==> src/rtl/ttc_lite_pkg29.sv <==
// ---------------------------------------------------------------------------
// ttc_lite_pkg29
// Shared constants for the lite triple-timer counter slice:
//   - control-register bit positions
//   - counter width and the free-running limit (16'hFFFF)
//   - prescaler counter width and the prescale period mask helper
// Optional feature macro used by the slice: TTC_PRESCALE_EN
// ---------------------------------------------------------------------------
package ttc_lite_pkg29;

  localparam int CNT_W      = 16;
  localparam int CTRL_W     = 4;   // stored control bits; restart is not stored
  localparam int N_MATCH    = 3;
  localparam int CLK_CTRL_W = 4;

  localparam int BIT_DISABLE  = 0;
  localparam int BIT_INTERVAL = 1;
  localparam int BIT_DECREMENT = 2;
  localparam int BIT_MATCH_EN = 3;
  localparam int BIT_RESTART  = 4;

  localparam logic [CNT_W-1:0]  LIMIT_MAX  = 16'hFFFF;
  localparam logic [CTRL_W-1:0] CTRL_RESET = 4'b0001;  // counter stopped

  // Largest divide is 2^(7+1) = 256, so an 8-bit free-running counter suffices.
  localparam int PRESCALE_W = 8;

  // Low (n+1) bits set: a tick fires whenever those bits of the prescale
  // counter are all ones, i.e. once every 2^(n+1) cycles.
  function automatic logic [PRESCALE_W-1:0] prescale_mask(input logic [2:0] n);
    return (PRESCALE_W'(2) << n) - PRESCALE_W'(1);
  endfunction

endpackage

==> src/rtl/ttc_prescaler_lite29.sv <==
// ---------------------------------------------------------------------------
// ttc_prescaler_lite29
// Produces the counter tick. With prescaling disabled every cycle is a tick;
// with it enabled a tick occurs every 2^(N+1) cycles.
// Ports:
//   pclk29, n_p_reset29 : clock, asynchronous active-low reset
//   run_i               : counter enabled; the prescaler holds when low
//   clear_i             : restart the prescale period from zero
//   prescale_en_i       : prescaling enabled
//   prescale_n_i        : exponent N
//   tick_o              : counter advance strobe
// ---------------------------------------------------------------------------
module ttc_prescaler_lite29
  import ttc_lite_pkg29::*;
(
  input  logic       pclk29,
  input  logic       n_p_reset29,
  input  logic       run_i,
  input  logic       clear_i,
  input  logic       prescale_en_i,
  input  logic [2:0] prescale_n_i,
  output logic       tick_o
);

  logic [PRESCALE_W-1:0] cnt_q, cnt_d;
  logic [PRESCALE_W-1:0] mask;

  always_comb begin
    mask   = prescale_mask(prescale_n_i);
    // The counter free-runs over 256 states, a multiple of every period, so
    // it never needs reloading on a tick.
    tick_o = !prescale_en_i || (&(cnt_q | ~mask));
    cnt_d  = cnt_q;
    if (clear_i) begin
      cnt_d = '0;
    end else if (run_i && prescale_en_i) begin
      cnt_d = cnt_q + PRESCALE_W'(1);
    end
  end

  // NOTE: sequential state uses non-blocking assignments so every flop
  // samples the pre-edge values regardless of block ordering.
  always_ff @(posedge pclk29 or negedge n_p_reset29) begin
    if (!n_p_reset29) cnt_q <= '0;
    else              cnt_q <= cnt_d;
  end

endmodule

==> src/rtl/ttc_counter_lite29.sv <==
// ---------------------------------------------------------------------------
// ttc_counter_lite29
// Single 16-bit timer counter with interval/overflow wrap, three match
// comparators and a self-clearing restart. All interrupt outputs are
// registered one-cycle pulses.
// Optional feature: TTC_PRESCALE_EN adds a clock-control register
// (bit0 prescale enable, bits[3:1] N) and the prescaler sub-module.
// Ports:
//   pclk29, n_p_reset29   : clock, asynchronous active-low reset
//   pwdata29              : APB write data
//   cntr_ctrl_reg_sel29   : control register write strobe
//   interval_reg_sel29    : interval register write strobe
//   match_reg_sel29[2:0]  : match1..3 register write strobes
//   clk_ctrl_reg_sel29    : clock-control write strobe (prescale build only)
//   interval_intr29       : interval wrap pulse
//   match_intr29[3:1]     : match pulses
//   overflow_intr29       : overflow wrap pulse
//   restart29             : restart pulse
//   count_val_out29       : current count
//   cntr_ctrl_reg_out29   : control bits [3:0]
// ---------------------------------------------------------------------------
module ttc_counter_lite29
  import ttc_lite_pkg29::*;
(
  input  logic              pclk29,
  input  logic              n_p_reset29,
  input  logic [15:0]       pwdata29,
  input  logic              cntr_ctrl_reg_sel29,
  input  logic              interval_reg_sel29,
  input  logic [2:0]        match_reg_sel29,
  input  logic              clk_ctrl_reg_sel29,
  output logic              interval_intr29,
  output logic [3:1]        match_intr29,
  output logic              overflow_intr29,
  output logic              restart29,
  output logic [15:0]       count_val_out29,
  output logic [3:0]        cntr_ctrl_reg_out29
);

  logic [CTRL_W-1:0]              ctrl_q, ctrl_d;
  logic [CNT_W-1:0]               interval_q, interval_d;
  logic [N_MATCH-1:0][CNT_W-1:0]  match_q, match_d;
  logic [CNT_W-1:0]               count_q, count_d;
  logic                           interval_intr_q, interval_intr_d;
  logic                           overflow_intr_q, overflow_intr_d;
  logic [N_MATCH-1:0]             match_intr_q, match_intr_d;
  logic                           restart_q, restart_d;

  logic             tick;
  logic             restart_req;
  logic             wrap;
  logic [CNT_W-1:0] limit;
  logic [CNT_W-1:0] restart_limit;

  assign restart_req = cntr_ctrl_reg_sel29 && pwdata29[BIT_RESTART];

`ifdef TTC_PRESCALE_EN
  logic [CLK_CTRL_W-1:0] clk_ctrl_q, clk_ctrl_d;

  always_comb begin
    clk_ctrl_d = clk_ctrl_q;
    if (clk_ctrl_reg_sel29) clk_ctrl_d = pwdata29[CLK_CTRL_W-1:0];
  end

  always_ff @(posedge pclk29 or negedge n_p_reset29) begin
    if (!n_p_reset29) clk_ctrl_q <= '0;
    else              clk_ctrl_q <= clk_ctrl_d;
  end

  ttc_prescaler_lite29 u_prescaler (
    .pclk29        (pclk29),
    .n_p_reset29   (n_p_reset29),
    .run_i         (!ctrl_q[BIT_DISABLE]),
    .clear_i       (restart_req),
    .prescale_en_i (clk_ctrl_q[0]),
    .prescale_n_i  (clk_ctrl_q[3:1]),
    .tick_o        (tick)
  );
`else
  // Without prescaling the clock-control strobe has no register behind it.
  logic unused_clk_ctrl_sel;
  assign unused_clk_ctrl_sel = clk_ctrl_reg_sel29;
  assign tick = 1'b1;
`endif

  always_comb begin
    // NOTE: every combinational output gets a default first so no path
    // leaves it unassigned, which would otherwise infer a latch.
    ctrl_d          = ctrl_q;
    interval_d      = interval_q;
    match_d         = match_q;
    count_d         = count_q;
    interval_intr_d = 1'b0;
    overflow_intr_d = 1'b0;
    match_intr_d    = '0;
    restart_d       = 1'b0;
    wrap            = 1'b0;

    if (cntr_ctrl_reg_sel29) ctrl_d = pwdata29[CTRL_W-1:0];
    if (interval_reg_sel29)  interval_d = pwdata29;
    for (int n = 0; n < N_MATCH; n++) begin
      if (match_reg_sel29[n]) match_d[n] = pwdata29;
    end

    limit         = ctrl_q[BIT_INTERVAL] ? interval_q : LIMIT_MAX;
    // A restart reloads using the mode bits being written with it.
    restart_limit = pwdata29[BIT_INTERVAL] ? interval_q : LIMIT_MAX;

    if (restart_req) begin
      // Restart beats any coincident tick and suppresses wrap/match pulses.
      restart_d = 1'b1;
      count_d   = pwdata29[BIT_DECREMENT] ? restart_limit : '0;
    end else if (!ctrl_q[BIT_DISABLE] && tick) begin
      if (ctrl_q[BIT_DECREMENT]) begin
        if (count_q == '0) begin
          count_d = limit;
          wrap    = 1'b1;
        end else begin
          count_d = count_q - CNT_W'(1);
        end
      end else begin
        // A count left above a lowered limit runs on to 16'hFFFF and wraps.
        if (count_q == limit || count_q == LIMIT_MAX) begin
          count_d = '0;
          wrap    = 1'b1;
        end else begin
          count_d = count_q + CNT_W'(1);
        end
      end

      if (wrap) begin
        if (ctrl_q[BIT_INTERVAL]) interval_intr_d = 1'b1;
        else                      overflow_intr_d = 1'b1;
      end

      if (ctrl_q[BIT_MATCH_EN]) begin
        for (int n = 0; n < N_MATCH; n++) begin
          match_intr_d[n] = (count_d == match_q[n]);
        end
      end
    end
  end

  // NOTE: count and all registers reset asynchronously; disable resets high
  // so the counter is stopped until software writes the control register.
  always_ff @(posedge pclk29 or negedge n_p_reset29) begin
    if (!n_p_reset29) begin
      ctrl_q          <= CTRL_RESET;
      interval_q      <= '0;
      match_q         <= '0;
      count_q         <= '0;
      interval_intr_q <= 1'b0;
      overflow_intr_q <= 1'b0;
      match_intr_q    <= '0;
      restart_q       <= 1'b0;
    end else begin
      ctrl_q          <= ctrl_d;
      interval_q      <= interval_d;
      match_q         <= match_d;
      count_q         <= count_d;
      interval_intr_q <= interval_intr_d;
      overflow_intr_q <= overflow_intr_d;
      match_intr_q    <= match_intr_d;
      restart_q       <= restart_d;
    end
  end

  assign interval_intr29     = interval_intr_q;
  assign overflow_intr29     = overflow_intr_q;
  assign match_intr29        = match_intr_q;
  assign restart29           = restart_q;
  assign count_val_out29     = count_q;
  assign cntr_ctrl_reg_out29 = ctrl_q;

endmodule

==> config.mk <==
export PLATFORM = sky130hd
export DESIGN_NAME = ttc_counter_lite29
export DESIGN_NICKNAME = d
export VERILOG_FILES = /design/src/rtl/ttc_lite_pkg29.sv /design/src/rtl/ttc_prescaler_lite29.sv /design/src/rtl/ttc_counter_lite29.sv
export SDC_FILE = /design/constraint.sdc
export NUM_CORES = 1
export LEC_CHECK = 0
export ABC_AREA = 1
export BUFFER_PORTS_ARGS = -buffer_cell sky130_fd_sc_hd__buf_2
export CAP_MARGIN = 10
export CORE_MARGIN = 2
export CORE_UTILIZATION = 60
export DETAILED_ROUTE_END_ITERATION = 8
export PLACE_DENSITY_LB_ADDON = 0.25
export SKIP_CTS_REPAIR_TIMING = 1
export SLEW_MARGIN = 20
export SYNTH_ARGS = -nofsm -noshare
export SYNTH_HDL_FRONTEND = slang
export SYNTH_HIERARCHICAL = 1
export SYNTH_SLANG_ARGS = --single-unit
export TNS_END_PERCENT = 100
==> constraint.sdc <==
create_clock -name pclk29 -period 6.5 [get_ports pclk29]
set_input_delay 0.975 -clock pclk29 [delete_from_list [all_inputs] [get_ports pclk29]]
set_output_delay 0.975 -clock pclk29 [all_outputs]
set_load 0.03 [all_outputs]
Yosys cells after proc, flatten, opt, wreduce, memory -nomap -nowiden
Index checks and enable logic that the tools add are counted.
- output and inout bits: 26
- register bits after elaboration: 90
- bits of input ports: 24
- equality and inequality tests: 6
- multiplexer cells: 27
- reductions and logical operators: 3
- add/subtract/negate cells: 2
- operators with widths (operator ; count):
    16-bit two-way mux ; 10
    16-bit equality test ; 4
    16-bit by 1-bit adder with 16-bit output (second input constant) ; 1
    16-bit equality test (second input constant) ; 1
    16-bit zero test ; 1
    16-bit by 1-bit subtractor with 16-bit output (second input constant) ; 1
    1-bit two-way mux ; 14
    3-bit two-way mux ; 3
    2-bit by 1-bit != test with 1-bit output (second input constant) ; 1
    1-bit logical AND ; 1
    1-bit logical OR ; 1

Longest topological paths before layout
Gate-level depths: netlist of run 1.
- depth in word-level cells: 11
- mapped depth: 19

Worst setup path after synthesis of run 1
OpenSTA, ideal clock, no wires.
- path type: register to register
- start: reg count_q[0], in the netlist count_val_out29[0]
- end: reg match_intr_q[0], in the netlist match_intr29[1]
- cell stages (with the launch flop): 16
- path buffers: 0
- path slack: 4.223 ns
- data arrival time: 2.161 ns
- setup time: 0.115 ns
- cell sequence: dfrtp_1 > inv_1 > ha_1 > nand3_4 > nor2_4 > nand2_2 > nor2_4 > nand2_4 > o21ai_1 > nand2_1 > nand2_1 > nand2_1 > nand3_1 > nor2_1 > nand3_1 > nor2_1
- word-level cells in the longest chain between the ends: 10
- RTL lines (item ; RTL line ; source):
    start: declaration ; ttc_counter_lite29.sv:43 ; logic [CNT_W-1:0] count_q, count_d;
    start signal: assignment ; ttc_counter_lite29.sv:160 ; count_q <= count_d;
    branches (longest 3 deep; another with 16-bit by 1-bit adder with 16-bit output) ; n/a ;
    16-bit two-way mux * ; ttc_counter_lite29.sv:114 ; if (ctrl_q[BIT_DECREMENT]) begin
    16-bit two-way mux * ; ttc_counter_lite29.sv:113 ; end else if (!ctrl_q[BIT_DISABLE] && tick) begin
    16-bit two-way mux * ; ttc_counter_lite29.sv:109 ; if (restart_req) begin
    16-bit equality test * ; ttc_counter_lite29.sv:138 ; match_intr_d[n] = (count_d == match_q[n]);
    3-bit two-way mux * ; ttc_counter_lite29.sv:136 ; if (ctrl_q[BIT_MATCH_EN]) begin
    3-bit two-way mux * ; ttc_counter_lite29.sv:113 ;
    3-bit two-way mux * ; ttc_counter_lite29.sv:109 ;
    named net match_intr_d[0] ; ttc_counter_lite29.sv:46 ; logic [N_MATCH-1:0] match_intr_q, match_intr_d;
    end signal: assignment ; ttc_counter_lite29.sv:163 ; match_intr_q <= match_intr_d;
    end: declaration ; ttc_counter_lite29.sv:46 ;
Mark *: on every way through the listed nets, which the timed path passes. The select of a mux whose other input is x is not followed.
A chain may end at the register's enable or synchronous reset.

Worst setup path in the final report of run 1
- start: reg ctrl_q[1], in the netlist cntr_ctrl_reg_out29[1]
- end: reg match_intr_q[0], in the netlist match_intr29[1]
- word-level cells in the longest chain between the ends: 11
- RTL lines (item ; RTL line ; source):
    start: declaration ; ttc_counter_lite29.sv:40 ; logic [CTRL_W-1:0] ctrl_q, ctrl_d;
    start signal: assignment ; ttc_counter_lite29.sv:157 ; ctrl_q <= ctrl_d;
    16-bit two-way mux * ; ttc_counter_lite29.sv:105 ; limit = ctrl_q[BIT_INTERVAL] ? interval_q : LIMIT_MAX;
    16-bit equality test ; ttc_counter_lite29.sv:123 ; if (count_q == limit || count_q == LIMIT_MAX) begin
    1-bit logical OR ; ttc_counter_lite29.sv:123 ;
    16-bit two-way mux ; ttc_counter_lite29.sv:123 ;
    16-bit two-way mux * ; ttc_counter_lite29.sv:114 ;
    16-bit two-way mux * ; ttc_counter_lite29.sv:113 ;
    16-bit two-way mux * ; ttc_counter_lite29.sv:109 ;
    16-bit equality test * ; ttc_counter_lite29.sv:138 ;
    3-bit two-way mux * ; ttc_counter_lite29.sv:136 ;
    3-bit two-way mux * ; ttc_counter_lite29.sv:113 ;
    3-bit two-way mux * ; ttc_counter_lite29.sv:109 ;
    named net match_intr_d[0] ; ttc_counter_lite29.sv:46 ;
Mark *: on every way through the listed nets, which the timed path passes. The rest lies on a longest branch. The select of a mux whose other input is x is not followed.

==> results.json, run 1 <==
{
  "critical_path_peak_fanout": 36,
  "rsz0062_at_grt": "no",
  "ys_seq_elements": 90,
  "cts_made_buffers": 9,
  "placed_area_mm2": 0.00609,
  "grt_first_pass_wirelength_um": 26500,
  "worstSetupEndpointType": "register",
  "syn_inst": 857,
  "hold_viol_final": 0,
  "fmax_ghz": 0.316,
  "finalSetupViolations": 0,
  "clk_path_buf_depth": 2,
  "power-per-cell-area_mw_per_mm2": 306,
  "grt_max_degree": 47,
  "yosysSeqAreaShare_pct": 38.4,
  "first_pass_iters": 4,
  "track_usage_pct": 33.6,
  "worstSetupPathType": "reg2reg",
  "fillers": 900,
  "antenna_found_initial": 0,
  "setup_ws_ns": 3.33,
  "fp.dieH_um": 103,
  "coreArea_mm2": 0.00964,
  "start_kind": "register",
  "critPathMostFrequentCell": "nand2_1",
  "h-tree-depth": 3,
  "root_buffer": "clkbuf_8",
  "vias_per_cell": 5.60,
  "wl_met3_um": 1220,
  "yosysWarningCount": 6,
  "clock-sinks": 90,
  "pre_cts_ws_ns": 3.40,
  "wl_met2_um": 7440,
  "finalCritPeriodShare_pct": 48.7,
  "wl_per_cell_um": 16.6,
  "ir_drop_v": 0.000207,
  "cp_top_family": "simple AND/OR/NAND/NOR gates",
  "ant_nets": 0,
  "n_antenna_cell": 0,
  "finalCriticalPeriod_ns": 3.17,
  "drc": 0,
  "met1Wirelength_um": 7710,
  "p_leak_nw": 3.30,
  "place.gp.congestion": 0.916,
  "max_cap_viol_count": 0,
  "grt_pass1_vias": 5199,
  "rr_endpoint": "match_intr29[1]",
  "drive_gt1_share_pct": 12.6,
  "slew_headroom_pct": 28.5,
  "syn_area_mm2": 0.00586,
  "rr_startpoint": "cntr_ctrl_reg_out29[1]",
  "cp.depth": 16,
  "dr.max_layer_used": "met4",
  "cpMaxStageDelayCell": "dfrtp_1",
  "hold_path.class": "reg2reg",
  "vias": 5710,
  "arrival_ns": 3.46,
  "multi_input_area_mm2": 0.00302,
  "max_stage_delay_ns": 1.06,
  "final_area_mm2": 0.00633,
  "fin_setup_tns_ns": 0,
  "port_buffers": 48,
  "rr_worst_depth": 16,
  "rows": 36,
  "worst_pin_slew_ns": 1.07,
  "endpoint": "match_intr29[1]",
  "drt_wl_total_um": 16900,
  "cp.required_ns": 6.79,
  "dieArea_mm2": 0.0106,
  "slew_violations": 0,
  "synth_nets": 883,
  "cts_tree": "built",
  "crit_chain": "nand2_1 -> nand2_1 -> nand2_1 -> nor2_1 -> nand2_1 -> nor2_2 -> nand2_4 -> nand3_1 -> nand2_1 -> nand2_1 -> nand2_1 -> inv_1 -> nand2_1 -> nor2_1 -> nand3_1 -> nor2_1",
  "startpoint": "cntr_ctrl_reg_out29[1]",
  "worstSkewPairLatency_ns": 0.37,
  "start_util_pct": 60.8,
  "register_area_mm2": 0.00225,
  "syn2layout_area_growth_pct": 7.92,
  "die_width_um": 103,
  "cts.clk_slew.worst_paths_ns": 0.10,
  "initialDrtViolationCount": 369,
  "status": "complete, no violations",
  "syn_avg_cell_area_um2": 6.84,
  "hpwlAfterDp_um": 12900,
  "nNetsFinal": 908,
  "ys_types": 42,
  "ios": 50,
  "rrSetupSlack_ns": 3.33,
  "crit_buf_inv": 1,
  "finalClockSkew_ns": 0.0111,
  "grt_overflow": 0
}
-- layout by cell type (no fill, tap or decap), drive strengths merged, types with 2 or more instances in the layout --
cell type / instances
nand3b: 4
clkbuf: 11
nand3: 93
nand4: 9
inv: 105
dfrtp: 89
xor2: 17
ha: 2
bufinv: 2
buf: 49
nand2: 280
nor2: 79
nor3: 8
a21oi: 8
o21ai: 100
mux2: 3
o211ai: 3
clkinv: 3
a31oi: 16
-- kinds of logic after synthesis --
logic type | Yosys count | synth area share [%]
muxes | 3 | 0.576
DFF | 90 | 38.4
xor gates and xnor gates | 18 | 2.69
adders and majority gates | 2 | 0.427
buffers and inverters | 141 | 10.0
and+or+nand+nor | 475 | 36.0
AOI/OAI and AO/OA | 128 | 11.8
-- final cells by class --
cell class	instances	area share [%]
clock buffers	11	2.39
clock inverters	5	1.34
inverters	106	6.29
multi-input cells	626	47.8
flip-flops and latches	90	35.6
well taps	133	2.63
repair buffers	49	3.96
-- synth_stat cells (all sizes together) --
library cell	count	area (µm²)
clkinv	2	7.51
nor2	79	324
o21ai	100	512
inv	104	390
o211ai	3	32.5
nand3b	4	46.3
nor4	1	6.26
clkbuf	21	80.1
nand2	280	1100
buf	14	109
a31oi	16	100
nand4	9	62.6
xor2	17	149
nor3	8	56.3
xnor2	1	8.76
or2	1	6.26
nand3	93	513
ha	2	25.0
o22ai	1	6.26
dfstp	1	26.3
mux2	3	33.8
a21oi	8	43.8
dfrtp	89	2230
-- layer usage --
| metal | GRT usage, % | vias up |
|---|---|---|
| li1 | - | 2780 |
| met1 | 49.0 | 2674 |
| met2 | 50.3 | 220 |
| met3 | 5.76 | 36 |
| met4 | 13.4 | 0 |
| met5 | 0 | - |
-- power breakdown --
group          switching, mW  internal, mW  total [mW]
logic                  0.533         0.226       0.760
clock network          0.206         0.240       0.446
registers              0.102         0.626       0.728
-- metrics by stage --
stage | instances | util (%) | hold WS [ns] | power, mW
global route | 1020 | 65.6 | 0.567 | 2.05
global placement | 1004 | 63.2 | 0.514 | 1.46
finish | 1020 | 65.6 | 0.537 | 1.93
CTS | 1020 | 65.6 | 0.540 | 1.92
detailed placement | 1004 | 63.2 | 0.519 | 1.48
floorplan | 857 | - | 0.499 | 1.27
-- worst min path at each step --
stage               depth (start not counted)           to        start  slack (ns)
CTS                                         1  match_q[21]  match_q[21]        0.54
finish                                      1  match_q[21]  match_q[21]        0.54
global placement                            1  match_q[21]  match_q[21]        0.51
floorplan                                   2  match_q[13]  match_q[13]        0.50
detailed placement                          1  match_q[21]  match_q[21]        0.52
global route                                1  match_q[21]  match_q[21]        0.57
-- state kept, by name, indices dropped and copies added (netlist names) --
name / flops
match_q: 48
interval_q: 16
restart29: 1
match_intr29: 3
count_val_out29: 16
interval_intr29: 1
cntr_ctrl_reg_out29: 4
overflow_intr29: 1
No activity file was read; power rests on OpenSTA's default activity.
==> run 2, diff against run 1 <==
clock period = 3.2 ns   (was 6.5 ns; I/O delays follow)
==> run 2 against run 1 <==
Compared with the run above:
- global-route usage decreased by 0.17 points
- first-iteration DRC count grew 10%
- core utilization grew 0.49 points
- die area unchanged
- worst setup slack lost 3.0 ns
- largest cell class unchanged
- critical path depth is 1 lower
- clock-buffer cell count stayed put
- worst hold slack worse by 0.40 ns
- combinational power rose by 110%
- via count shrank 0.61%
- highest routed layer unchanged
- sequential power grew 99%
- critical endpoint unchanged
==> results.json, run 2 (synthesis gave the netlist of run 1 again) <==
{
  "p_leak_nw": 3.34,
  "h-tree-depth": 3,
  "fillers": 911,
  "max_stage_delay_ns": 0.48,
  "finalSetupViolations": 0,
  "coreArea_mm2": 0.00964,
  "rrSetupSlack_ns": 0.36,
  "hpwlAfterDp_um": 12800,
  "finish.utilization_pct": 66.1,
  "n_antenna_cell": 0,
  "hold_path.class": "in2async",
  "rsz0062_at_grt": "no",
  "port_buffers": 48,
  "cp.required_ns": 3.45,
  "arrival_ns": 3.09,
  "clk_path_buf_depth": 2,
  "dieArea_mm2": 0.0106,
  "layout_commonest_cell": "nand2_1",
  "track_usage_pct": 33.5,
  "largest-register": "match_q",
  "grt_overflow": 0,
  "fmax_ghz": 0.352,
  "p_total_mw": 3.84,
  "worstSkewPairLatency_ns": 0.36,
  "fin_setup_tns_ns": 0,
  "start_kind": "register",
  "max_cap_viol_count": 0,
  "slew_headroom_pct": 43.0,
  "drt_wl_total_um": 16700,
  "first_pass_iters": 5,
  "final_cell_mix": "nand2_1, inv_1, o21ai_0",
  "root_buffer": "clkbuf_8",
  "power-per-cell-area_mw_per_mm2": 602,
  "pre_cts_ws_ns": 0.459,
  "finalCriticalPeriod_ns": 2.84,
  "vias": 5675,
  "die_width_um": 103,
  "grt_pass1_vias": 5157,
  "rows": 36,
  "initialDrtViolationCount": 406,
  "wl_per_cell_um": 16.3,
  "ir_drop_v": 0.000349,
  "clock-sinks": 90,
  "place.gp.congestion": 0.924,
  "crit_chain": "inv_1 -> ha_1 -> nand3_4 -> nor2_4 -> nand2_2 -> nor2_4 -> nand2_4 -> o21ai_1 -> nand2_1 -> nand2_1 -> nand2_1 -> nand3_1 -> nor2_1 -> nand3_1 -> nor2_1",
  "rr_worst_depth": 15,
  "nNetsFinal": 917,
  "rr_endpoint": "match_intr29[1]",
  "ios": 50,
  "drc": 0,
  "grt_first_pass_wirelength_um": 26600,
  "ant_nets": 0,
  "vias_per_cell": 5.52,
  "largest_reg_flops": 48,
  "finalClockSkew_ns": 0.0177,
  "finalCritPeriodShare_pct": 88.7,
  "drive_gt1_share_pct": 13.5,
  "grt_max_degree": 91,
  "cts.clk_slew.worst_paths_ns": 0.09,
  "status": "complete, no violations",
  "antenna_found_initial": 0,
  "worstSetupEndpointType": "register",
  "hold_viol_final": 0,
  "final_area_mm2": 0.00637,
  "placed_area_mm2": 0.00617,
  "slew_violations": 0,
  "cpMaxStageDelayCell": "dfrtp_1",
  "syn2layout_area_growth_pct": 8.73,
  "critPathMostFrequentCell": "nand2_1",
  "start_util_pct": 60.8,
  "cts_tree": "built",
  "cts_made_buffers": 9,
  "critical_path_peak_fanout": 10,
  "worstSetupPathType": "reg2reg",
  "setup_ws_ns": 0.361,
  "rr_startpoint": "count_val_out29[0]",
  "worst_pin_slew_ns": 0.851,
  "fp.dieH_um": 103
}
-- run 2: cell types whose count changed in the layout (fill, tap and decap cells not counted), sizes merged --
cell    delta
buf        +9
clkinv     +2
bufinv     -1
inv        -1
-- run 2: layout make-up --
cell class	instances	area, µm²	share of cell area [%]
clock buffers	11	151	2.38
clock inverters	5	52.6	0.824
inverters	106	398	6.24
multi-input cells	626	3020	47.4
flip-flops and latches	90	2250	35.4
well taps	133	166	2.61
repair buffers	58	330	5.18
-- run 2: worst max-delay path by stage --
stage,from,to,slack [ns],cells past startpoint
floorplan,count_val_out29[0],match_intr29[1],0.92,15
global placement,count_val_out29[0],match_intr29[1],0.50,14
detailed placement,count_val_out29[0],match_intr29[1],0.46,15
CTS,count_val_out29[0],match_intr29[1],0.42,15
global route,count_val_out29[0],match_intr29[1],0.18,15
finish,count_val_out29[0],match_intr29[1],0.36,15
-- run 2: routing by layer --
layer | vias up | global-route usage (%) | routed length, µm
met5 | - | 0 | 0
met4 | 0 | 11.5 | 342
met3 | 24 | 4.68 | 1300
met2 | 223 | 51.8 | 7690
met1 | 2625 | 48.7 | 7410
li1 | 2803 | - | -
-- run 2: report_power, final --
group / leakage [nW] / total [mW] / switching [mW] / internal [mW]
clock network: 0.105 / 0.795 / 0.395 / 0.400
registers: 1.09 / 1.45 / 0.180 / 1.27
logic: 2.14 / 1.59 / 1.11 / 0.479
total: 3.34 / 3.84 / 1.69 / 2.15
-- run 2: metrics by stage --
stage / hold slack [ns] / std cells
global route: 0.192 / 1029
global placement: 0.517 / 1013
detailed placement: 0.530 / 1013
floorplan: 0.184 / 857
finish: 0.135 / 1029
CTS: 0.172 / 1029
-- run 2: worst max-delay path, delay by kind of cell (launching register included) --
kind,cells,cell delay (ns)
AND/OR/NAND/NOR,12,1.41
adder cells (fa/ha/maj),1,0.25
AO/OA/AOI/OAI,1,0.39
buffers and inverters,1,0.17
flip-flops,1,0.48
==> run 3, diff against run 2 <==
CORE_UTILIZATION = 50   (was 60)
==> run 3 against run 2 <==
Compared with the run above:
- fmax grew 3.2%
- core utilization decreased by 9.6 points
- clock skew decreased by 0.0092 ns
- cell count increased by 0.58%
- via count decreased by 0.49%
- first-iteration DRC count increased by 25%
- clock power up 37%
- worst hold slack improved by 0.0017 ns
- sequential power about the same
- largest cell class unchanged
- highest routed layer unchanged
==> results.json, run 3 (synthesis gave the netlist of run 1 again) <==
{
  "register_area_mm2": 0.00225,
  "hold_viol_final": 0,
  "finalClockSkew_ns": 0.00851,
  "layout_commonest_cell": "nand2_1",
  "cts.clk_slew.worst_paths_ns": 0.07,
  "n_antenna_cell": 0,
  "coreArea_mm2": 0.0114,
  "drt_wl_total_um": 16900,
  "grt_max_degree": 48,
  "clk_path_buf_depth": 2,
  "max_stage_delay_ns": 0.46,
  "placed_area_mm2": 0.00615,
  "crit_buf_inv": 1,
  "grt_first_pass_wirelength_um": 27800,
  "cp.depth": 14,
  "grt_pass1_vias": 5114,
  "critPathMostFrequentCell": "nand3_1",
  "die_width_um": 112,
  "arrival_ns": 3.03,
  "rrSetupSlack_ns": 0.45,
  "grt_overflow": 0,
  "hold_path.class": "in2async",
  "ios": 50,
  "clock-sinks": 90,
  "dieArea_mm2": 0.0126,
  "ir_drop_v": 0.000445,
  "finalCriticalPeriod_ns": 2.75,
  "final_cell_mix": "nand2_1, inv_1, o21ai_0",
  "cp_top_family": "simple AND/OR/NAND/NOR gates",
  "cpMaxStageDelayCell": "dfrtp_1",
  "vias_per_cell": 5.46,
  "multi_input_area_mm2": 0.00302,
  "vias": 5647,
  "track_usage_pct": 28.4,
  "hpwlAfterDp_um": 12400,
  "max_cap_viol_count": 0,
  "status": "complete, no violations",
  "nNetsFinal": 913,
  "antenna_found_initial": 0,
  "fmax_ghz": 0.364,
  "rsz0062_at_grt": "no",
  "drc": 0,
  "fp.dieH_um": 112,
  "final_area_mm2": 0.00645,
  "fillers": 1154,
  "slew_violations": 0,
  "largest-register": "match_q",
  "root_buffer": "clkbuf_16",
  "place.gp.congestion": 0.942,
  "power-per-cell-area_mw_per_mm2": 635,
  "slew_headroom_pct": 58.2,
  "critical_path_peak_fanout": 10,
  "wl_per_cell_um": 16.3,
  "worstSetupEndpointType": "register",
  "syn2layout_area_growth_pct": 10.0,
  "worstSetupPathType": "reg2reg",
  "whs_ns": 0.137,
  "fin_setup_tns_ns": 0,
  "wl_met3_um": 1310,
  "cts_tree": "built",
  "ant_nets": 0,
  "p_leak_nw": 3.36,
  "worstSkewPairLatency_ns": 0.36,
  "start_kind": "register",
  "start_util_pct": 51.3,
  "port_buffers": 48,
  "initialDrtViolationCount": 508,
  "rr_worst_depth": 14,
  "finish.utilization_pct": 56.5,
  "finalCritPeriodShare_pct": 85.9,
  "cts_made_buffers": 9,
  "met1Wirelength_um": 7740,
  "largest_reg_flops": 48,
  "rows": 39,
  "first_pass_iters": 5,
  "h-tree-depth": 3,
  "crit_chain": "inv_1 -> ha_1 -> nand3_4 -> nor2_4 -> nand2_2 -> nor2_4 -> nand2_4 -> o21ai_1 -> nand3_1 -> nand2_1 -> nand3_1 -> nor2_1 -> nand3_1 -> nor2_1",
  "finalSetupViolations": 0,
  "worst_pin_slew_ns": 0.627,
  "rr_startpoint": "count_val_out29[0]",
  "dr.max_layer_used": "met4",
  "cp.required_ns": 3.48,
  "rr_endpoint": "match_intr29[1]",
  "wl_met2_um": 7500,
  "drive_gt1_share_pct": 13.0
}
-- run 3: changes by cell type in the layout (fill, tap and decap cells not counted) --
cell        change
clkbuf_8       -10
clkinvlp_4      -1
buf_4           -4
clkbuf_16       +9
clkbuf_1        +1
clkinv_4        +1
-- run 3: power breakdown --
part / total, mW / internal, mW / switching (mW) / leakage, nW
Clock: 1.09 / 0.624 / 0.469 / 0.149
Sequential: 1.46 / 1.27 / 0.190 / 1.09
Combinational: 1.54 / 0.468 / 1.07 / 2.12
Total: 4.10 / 2.37 / 1.73 / 3.36
-- run 3: worst max path at each step --
stage	start	endpoint	slack, ns
global route	count_val_out29[0]	match_intr29[1]	0.25
global placement	count_val_out29[0]	match_intr29[1]	0.51
finish	count_val_out29[0]	match_intr29[1]	0.45
floorplan	count_val_out29[0]	match_intr29[1]	0.92
CTS	count_val_out29[0]	match_intr29[1]	0.46
detailed placement	count_val_out29[0]	match_intr29[1]	0.49
-- run 3: cell type report --
class                      count  area share, %
multi-input combinational    626           46.9
timing repair buffer          54           4.66
inverter                     106           6.17
clock inverter                 5          0.834
sequential                    90           34.9
clock buffer                  11           3.76
tap                          143           2.77
-- run 3: per-layer routing --
metal	track usage (%)	up-vias
met5	0	-
met4	8.86	0
met3	4.86	27
met2	43.2	231
met1	41.6	2591
li1	-	2798
-- run 3: stage by stage --
step                      setup WS (ns)  std cells  power (mW)
after floorplan                   0.923        857        2.58
after global placement            0.513       1019        2.98
after detailed placement          0.493       1019        3.00
after CTS                         0.463       1035        4.09
after global routing              0.246       1035        4.37
final                             0.450       1035        4.10
